`src/rtl/hazard_scoreboard.sv`:
```
// Purpose: register-busy scoreboard for an in-order pipeline; detects RAW/WAW/capacity hazards in ID.
// Latency: o_stall/o_issue are combinational (zero cycles); o_pending/o_inflight update on the next edge.
// Backpressure: i_hold blocks issue without stalling; i_flush squashes ID so it neither stalls nor issues.
module hazard_scoreboard #(
  parameter int MAX_INFLIGHT = 3,
  parameter int RF_WR_BYPASS = 1
) (
  input  logic        i_clk,
  input  logic        i_rst,
  input  logic        i_id_vld,
  input  logic        i_id_is_rs1,
  input  logic        i_id_is_rs2,
  input  logic [4:0]  i_id_rs1_addr,
  input  logic [4:0]  i_id_rs2_addr,
  input  logic        i_id_rd_wren,
  input  logic [4:0]  i_id_rd_addr,
  input  logic        i_hold,
  input  logic        i_flush,
  input  logic        i_wb_rd_wren,
  input  logic [4:0]  i_wb_rd_addr,
  output logic        o_stall,
  output logic        o_issue,
  output logic [31:0] o_pending,
  output logic [2:0]  o_inflight,
  output logic [31:0] o_stall_cnt,
  output logic        o_err
);

  localparam logic [2:0] MAX_CNT = 3'(MAX_INFLIGHT);
  localparam logic       BYPASS  = (RF_WR_BYPASS != 0);

  logic [31:0] pending_q;
  logic [31:0] pending_d;
  logic [31:0] wb_hit;
  logic [31:0] busy_vec;
  logic [31:0] set_vec;
  logic [31:0] clr_vec;
  logic        rd_nz;
  logic        wb_nz;
  logic        raw;
  logic        waw;
  logic        full;
  logic        wb_frees;
  logic        set_en;
  logic        clr_en;
  logic        inc;
  logic        dec;
  logic        err_evt;
  logic [2:0]  inflight_d;

  assign o_pending = pending_q;

  // Hazard detection: a register being written back this cycle is not busy when the regfile bypasses.
  always_comb begin
    rd_nz    = (i_id_rd_addr != 5'd0);
    wb_nz    = (i_wb_rd_addr != 5'd0);
    wb_hit   = i_wb_rd_wren ? (32'd1 << i_wb_rd_addr) : 32'd0;
    busy_vec = pending_q & ~(BYPASS ? wb_hit : 32'd0);
    busy_vec[0] = 1'b0;
    raw      = (i_id_is_rs1 & busy_vec[i_id_rs1_addr]) |
               (i_id_is_rs2 & busy_vec[i_id_rs2_addr]);
    waw      = i_id_rd_wren & rd_nz & busy_vec[i_id_rd_addr];
    // A retiring tracked writer frees a slot in the same cycle, so capacity is not a hazard then.
    wb_frees = i_wb_rd_wren & wb_nz & pending_q[i_wb_rd_addr];
    full     = i_id_rd_wren & rd_nz & (o_inflight == MAX_CNT) & ~wb_frees;
    o_stall  = i_id_vld & ~i_flush & (raw | waw | full);
    o_issue  = i_id_vld & ~i_flush & ~i_hold & ~o_stall;
  end

  // Next-state of the busy vector and the in-flight count; a same-register set overrides its clear.
  always_comb begin
    set_en  = o_issue & i_id_rd_wren & rd_nz;
    clr_en  = i_wb_rd_wren & wb_nz;
    set_vec = set_en ? (32'd1 << i_id_rd_addr) : 32'd0;
    clr_vec = clr_en ? (32'd1 << i_wb_rd_addr) : 32'd0;
    pending_d = (pending_q & ~clr_vec) | set_vec;
    pending_d[0] = 1'b0;
    inc = set_en;
    dec = clr_en & pending_q[i_wb_rd_addr];
    inflight_d = o_inflight;
    if (inc && !dec) begin
      if (o_inflight != MAX_CNT) inflight_d = o_inflight + 3'd1;
    end else if (!inc && dec) begin
      if (o_inflight != 3'd0) inflight_d = o_inflight - 3'd1;
    end
    // Retiring an untracked register, or re-tracking one that stays busy, breaks the pipeline contract.
    err_evt = (clr_en & ~pending_q[i_wb_rd_addr]) |
              (set_en & pending_q[i_id_rd_addr] & ~(clr_en & (i_wb_rd_addr == i_id_rd_addr)));
  end

  // Scoreboard state, stall statistics and sticky error flag.
  always_ff @(posedge i_clk or posedge i_rst) begin
    if (i_rst) begin
      pending_q   <= 32'd0;
      o_inflight  <= 3'd0;
      o_stall_cnt <= 32'd0;
      o_err       <= 1'b0;
    end else begin
      pending_q  <= pending_d;
      o_inflight <= inflight_d;
      if (o_stall) o_stall_cnt <= o_stall_cnt + 32'd1;
      if (err_evt) o_err <= 1'b1;
    end
  end

endmodule

```
`config.mk`:
```
export PLATFORM = sky130hd
export DESIGN_NAME = hazard_scoreboard
export DESIGN_NICKNAME = d
export VERILOG_FILES = /design/src/rtl/hazard_scoreboard.sv
export SDC_FILE = /design/constraint.sdc
export NUM_CORES = 1
export LEC_CHECK = 0
export BUFFER_PORTS_ARGS = -buffer_cell sky130_fd_sc_hd__buf_2
export CORE_ASPECT_RATIO = 1.25
export CORE_MARGIN = 1.5
export CORE_UTILIZATION = 35
export DETAILED_ROUTE_END_ITERATION = 8
export GPL_TIMING_DRIVEN = 0
export PLACE_DENSITY = 0.69
export SYNTH_ARGS = -nofsm -noshare
export SYNTH_HDL_FRONTEND = slang
export SYNTH_SLANG_ARGS = --single-unit
```
`constraint.sdc`:
```
create_clock -name i_clk -period 3.7 [get_ports i_clk]
set_clock_uncertainty 0.05 [all_clocks]
set_input_delay 0.74 -clock i_clk [delete_from_list [all_inputs] [get_ports i_clk]]
set_output_delay 0.74 -clock i_clk [all_outputs]
set_load 0.01 [all_outputs]
```
==> results of run 1 <==
repair_timing:
item,in CTS,in global routing
setup buffers,13,3
gates resized for setup,48,16
pin swaps,15,9
endpoints found under the setup margin,30,10
registers in the layout (all words and copies together) (netlist names):
register / cells
o_stall_cnt: 32
o_inflight: 3
o_err: 1
o_pending: 31
cells in the mapped netlist, drive strengths merged, types with 7 or more instances:
master | number | area (um2)
nor2 | 19 | 71.3
a31oi | 11 | 68.8
buf | 18 | 100
a311oi | 9 | 78.8
dfrtp | 67 | 1680
inv | 15 | 56.3
nor4 | 7 | 50.1
o21ai | 74 | 370
clkbuf | 25 | 93.8
nand2 | 41 | 154
mux2 | 21 | 236
mux4 | 8 | 180
nor2b | 10 | 62.6
nor3 | 22 | 110
mux2i | 24 | 240
nand4 | 11 | 68.8
nand3 | 26 | 130
xor2 | 32 | 280
logic make-up (layout without fill, tap and decap cells):
kind of cell	count (synthesis)	count (layout)	share of synthesized area (%)
multiplexers	53	53	13.0
XOR/XNOR	38	38	6.56
buffers and inverters	58	174	4.94
other	1	1	0.0740
adder cells (fa/ha/maj)	3	3	0.888
AND/OR/NAND/NOR	191	191	21.2
AO/OA/AOI/OAI	151	151	20.3
flip-flops	67	67	33.1
through the flow:
step,cells,hold WS [ps],setup TNS (ps)
after floorplan,562,443,-1180
after global placement,826,403,-21690
after detailed placement,826,407,-24250
after CTS,853,415,-1180
after global routing,856,436,-1790
final,856,411,-1370
metal layers:
metal / vias up / share of wire (%) / routed length, um
met5: - / 0 / 0
met4: 0 / 4.6 / 810
met3: 53 / 8.3 / 1470
met2: 272 / 48 / 8440
met1: 2506 / 39 / 6910
li1: 2353 / - / -
where the power goes:
group / internal (mW) / switching (mW)
Clock: 0.522 / 0.332
Combinational: 0.266 / 0.348
Sequential: 0.793 / 0.105
final timing paths:
kind                                  from              end  slack [ps]  cells past startpoint
max                        i_wb_rd_addr[1]    o_inflight[2]        -340                     17
min                        o_stall_cnt[31]  o_stall_cnt[31]         410                      1
max reg2reg                   o_pending[9]    o_inflight[2]         -20                     15
min reg2reg                o_stall_cnt[31]  o_stall_cnt[31]         410                      1
max in group asynchronous            i_rst    o_pending[27]        2520                      2
min in group asynchronous            i_rst   o_stall_cnt[7]         540                      2
cell type report:
type / count / area (um2) / share of cell area (%)
multi-input combinational: 437 / 3290 / 51.6
clock inverter: 6 / 63.8 / 1.00
sequential: 67 / 1680 / 26.3
timing repair buffer: 102 / 581 / 9.11
buffer: 41 / 253 / 3.97
tap: 178 / 223 / 3.50
clock buffer: 10 / 229 / 3.59
inverter: 15 / 58.8 / 0.923
==> run_results.csv, run 1 <==
group,metric,value,unit
outcome,status,"complete, but fails checks",
outcome,violations,"setup timing",
placement,gp_congestion,0.953,
drt,first_pass_iters,5,
timing,tightest_slew,850,ps
synth,synth_enable_flop_cells,0,
pwr,powerDensity,371,nW/um2
timing,slew_viol_final,0,
cells_and_area,fill_cells,1417,
floorplanning,rows,49,
synth,synth_cell_type_count,71,
timing,final-setup-viol-count,5,
cells_and_area,final_core_utilization,44.6,%
clocking,cts_max_level,3,
synth,synthFlopType,"dfrtp_1",
timing,max_freq,248,MHz
drt,viasPerCell,6.06,
floorplanning,die_x,111,um
setup_path,end_kind,"flip-flop",
synth,ys_seq_area_share,33.1,%
timing,hold_violations,0,
global_routing,grt_pass1_vias,5016,
synth,synth_seq_cells,67,
pwr,ir_worst_vdd,0.230,mV
drt,via_count,5184,
timing,fin_crit_sh,109,%
global_routing,antenna_found_initial,0,
drt,wl_per_cell,20.6,um
synth,async_flop_share,100,%
global_routing,top_usage_layer,"met2",
cells_and_area,final_common_cell,"buf_2",
cells_and_area,drive_gt1_share,29.9,%
synth,avgSynthCellArea,9.02,um2
setup_path,cp_data_arrival_time,4230,ps
cells_and_area,antennaDiodeCount,0,
cells_and_area,area_growth,25.7,%
placement,io_buffer_count,86,
global_routing,gr-usage-met3,4.71,%
global_routing,grt_use_met1,28.1,%
floorplanning,die-area,15200,um2
floorplanning,initial_core_util,35.5,%
timing,fin_crit,4040,ps
synth,synth_area,5070,um2
synth,postSynthCellCount,562,
global_routing,grt_overflow,0,
cells_and_area,final_nets,705,
setup_path,path_buf_inv,4,
global_routing,grt_pass1_wl,27500,um
drt,wl,17600,um
floorplanning,core_area,14300,um2
synth,synthesis.nets,594,
run,drv_cap,0,
clocking,path_clk_slew,60,ps
setup_path,crit_chain,"buf_8 -> buf_4 -> nor4bb_2 -> nor3_1 -> a221oi_1 -> a2bb2oi_1 -> o211ai_1 -> nor4_2 -> nand2_1 -> or4b_4 -> inv_2 -> ha_4 -> inv_2 -> fa_2 -> nor3_2 -> a31oi_1 -> o31ai_1",
synth,synth_warnings,0,
drt,drc,0,
placement,hpwl,12700,um
setup_path,start_kind,"input pin",
setup_path,crit_path_frequent_cell,"inv_2",
clocking,cts_hold_buf,0,
clocking,clock_sinks,67,
placement,placed_area,5790,um2
timing,relSlewSlack,43.3,%
setup_path,worstSetupPathType,"in2reg",
clocking,tritoncts,"done",
clocking,clk_latency,330,ps
timing,rsz0062_at_grt,"true",
setup_path,crit_slowest_cell,"or4b_4",
cells_and_area,final_area,6370,um2
setup_path,crit_family,"simple AND/OR/NAND/NOR gates",
clocking,clockBufferDepth,2,
placement,place_ws,-1260,ps
setup_path,worst-path-max-fanout,10,
pwr,finalPower,2.37,mW
setup_path,cp_slowest_stage_delay,550,ps
global_routing,grt_max_degree,68,
pwr,p_leak,2.95,nW
clocking,numCtsBuffers,9,
global_routing,grt_usage,23.2,%
hold_path,hold_path.class,"reg2reg",
floorplanning,die_h,138,um
drt,dr.first_iter.drc_count,391,
setup_path,worstPathRequired,3890,ps
timing,layout_setup_ws,-338,ps
clocking,root_buffer,"clkbuf_16",
floorplanning,io_pins,99,
global_routing,use_met2,38.9,%
cells_and_area,mostFrequentLayoutCells,"86 x buf_2, 67 x dfrtp_1, 65 x o21ai_0",
drt,ant_nets,0,
No activity file was read; power rests on OpenSTA's default activity.
==> run 2: changes to the inputs <==
Settings changed: GPL_TIMING_DRIVEN 0 to not set.
==> run 2 against run 1 <==
Net effect:
- the flow still finishes with violations (setup timing)
- first-iteration DRC count grew 14%
- global-route usage rose by 1.1 points
- via count is 5.5% higher
- maximum frequency rose by 3.4%
- non-clock buffer count grew 74
- critical endpoint is now o_inflight[1]
==> run_results.csv, run 2 (synthesized netlist as in run 1, its figures left out) <==
group,metric,value,unit
global_routing,antenna_found_initial,1,
timing,layout_setup_ws,-207,ps
pwr,powerDensity,347,nW/um2
pwr,p_clk_share,35.5,%
outcome,status,"complete, but fails checks",
floorplanning,die_h,138,um
global_routing,grt_max_degree,36,
clocking,path_clk_slew,60,ps
global_routing,grt_overflow,0,
clocking,tritoncts,"done",
timing,fin_crit_sh,106,%
clocking,root_buffer,"clkbuf_16",
drt,viasPerCell,5.88,
drt,ant_nets,0,
global_routing,grt_usage,24.3,%
setup_path,path_buf_inv,3,
cells_and_area,antennaDiodeCount,0,
placement,place_ws,-740,ps
clocking,clock_sinks,67,
cells_and_area,final_core_utilization,49.3,%
floorplanning,core_area,14300,um2
floorplanning,die-area,15200,um2
setup_path,cp_data_arrival_time,4120,ps
run,drv_cap,0,
placement,hpwl,14100,um
setup_path,worstPathRequired,3910,ps
timing,final-setup-viol-count,4,
pwr,ir_worst_vdd,0.230,mV
cells_and_area,drive_gt1_share,39.9,%
pwr,power.share.combinational,28.1,%
floorplanning,rows,49,
cells_and_area,mostFrequentLayoutCells,"118 x buf_4, 90 x buf_2, 67 x dfrtp_1",
timing,max_freq,256,MHz
drt,first_pass_iters,5,
clocking,clockBufferDepth,2,
clocking,cts_max_level,3,
pwr,switching_share,32.3,%
floorplanning,die_x,111,um
setup_path,start_kind,"input pin",
setup_path,crit_chain,"buf_8 -> or4b_4 -> o2111ai_2 -> nand4_1 -> o2111a_1 -> o21a_1 -> nor4_4 -> nand2_1 -> or4b_4 -> inv_2 -> ha_4 -> inv_2 -> fa_2 -> nor2b_4 -> o21ai_1 -> nand3_1",
cells_and_area,area_growth,38.8,%
placement,gp_congestion,0.933,
timing,totalNegativeSetupSlack,-707,ps
pwr,intPower,1.66,mW
cells_and_area,final_area,7040,um2
pwr,switchingPower,0.790,mW
cells_and_area,final_nets,779,
global_routing,grt_pass1_vias,5486,
placement,dp_cells,911,
outcome,violations,"setup timing",
drt,wl_per_cell,19.6,um
setup_path,worst-path-max-fanout,5,
timing,hold_violations,0,
cells_and_area,regMostFlops,"o_stall_cnt",
drt,drc,0,
timing,fin_crit,3910,ps
pwr,seqPwrFrac,36.4,%
global_routing,grt_pass1_wl,29300,um
timing,slew_viol_final,0,
hold_path,hold_path.class,"reg2reg",
placement,placed_area,6550,um2
floorplanning,initial_core_util,35.5,%
setup_path,crit_slowest_cell,"or4b_4",
drt,wl,18200,um
setup_path,end_kind,"flip-flop",
cells_and_area,finalNonFillerCells,929,
drt,dr.first_iter.drc_count,445,
pwr,p_leak,3.38,nW
cells_and_area,final_common_cell,"buf_4",
placement,io_buffer_count,97,
pwr,finalPower,2.45,mW
timing,tightest_slew,678,ps
setup_path,crit_family,"simple AND/OR/NAND/NOR gates",
timing,relSlewSlack,54.6,%
clocking,clk_latency,330,ps
setup_path,cp_slowest_stage_delay,590,ps
cells_and_area,largest_register_ffs,32,
setup_path,worstSetupPathType,"in2reg",
timing,rsz0062_at_grt,"true",
timing,fin_hold_ws,408,ps
floorplanning,io_pins,99,
drt,via_count,5467,
clocking,numCtsBuffers,9,
## run 2: cell type report
cell class	instances	area [um2]
Clock buffer	10	239
Tap cell	178	223
Inverter	15	56.3
Timing Repair Buffer	217	1460
Clock inverter	5	62.6
Fill cell	1383	7250
Sequential cell	67	1680
Multi-Input combinational cell	437	3320
## run 2: power by group through the flow
| stage | clock [mW] | combinational [mW] | sequential, mW |
|---|---|---|---|
| 3_5_place_dp | 0 | 0.648 | 0.901 |
| 3_3_place_gp | 0 | 0.645 | 0.899 |
| 2_1_floorplan | 0 | 0.351 | 0.906 |
| 4_1_cts | 0.881 | 0.676 | 0.889 |
| 5_1_grt | 0.914 | 0.750 | 0.904 |
| 6_report | 0.868 | 0.687 | 0.890 |
## run 2: timing repair
action                                  CTS  global route
buffers inserted                          2             1
pin swaps                                13             2
endpoints found under the hold margin     0             0
hold buffers                              0             0
endpoints found under the setup margin    5             5
resized for setup                        31            10
## run 2: worst paths after layout
check                           startpoint         endpoint  slack [ps]  cells past startpoint
max                        i_wb_rd_addr[2]    o_inflight[1]        -210                     16
min                        o_stall_cnt[31]  o_stall_cnt[31]         410                      1
max reg2reg                   o_pending[8]    o_inflight[1]         130                     15
min reg2reg                o_stall_cnt[31]  o_stall_cnt[31]         410                      1
max in group asynchronous            i_rst     o_pending[2]        2230                      3
min in group asynchronous            i_rst   o_stall_cnt[1]         460                      2
## run 2: metal layers
metal / vias to the layer above / routed length, um / GRT usage, %
li1: 2499 / - / -
met1: 2619 / 7220 / 29.0
met2: 267 / 8620 / 40.7
met3: 80 / 1180 / 4.22
met4: 2 / 1160 / 15.5
met5: - / 12 / 0
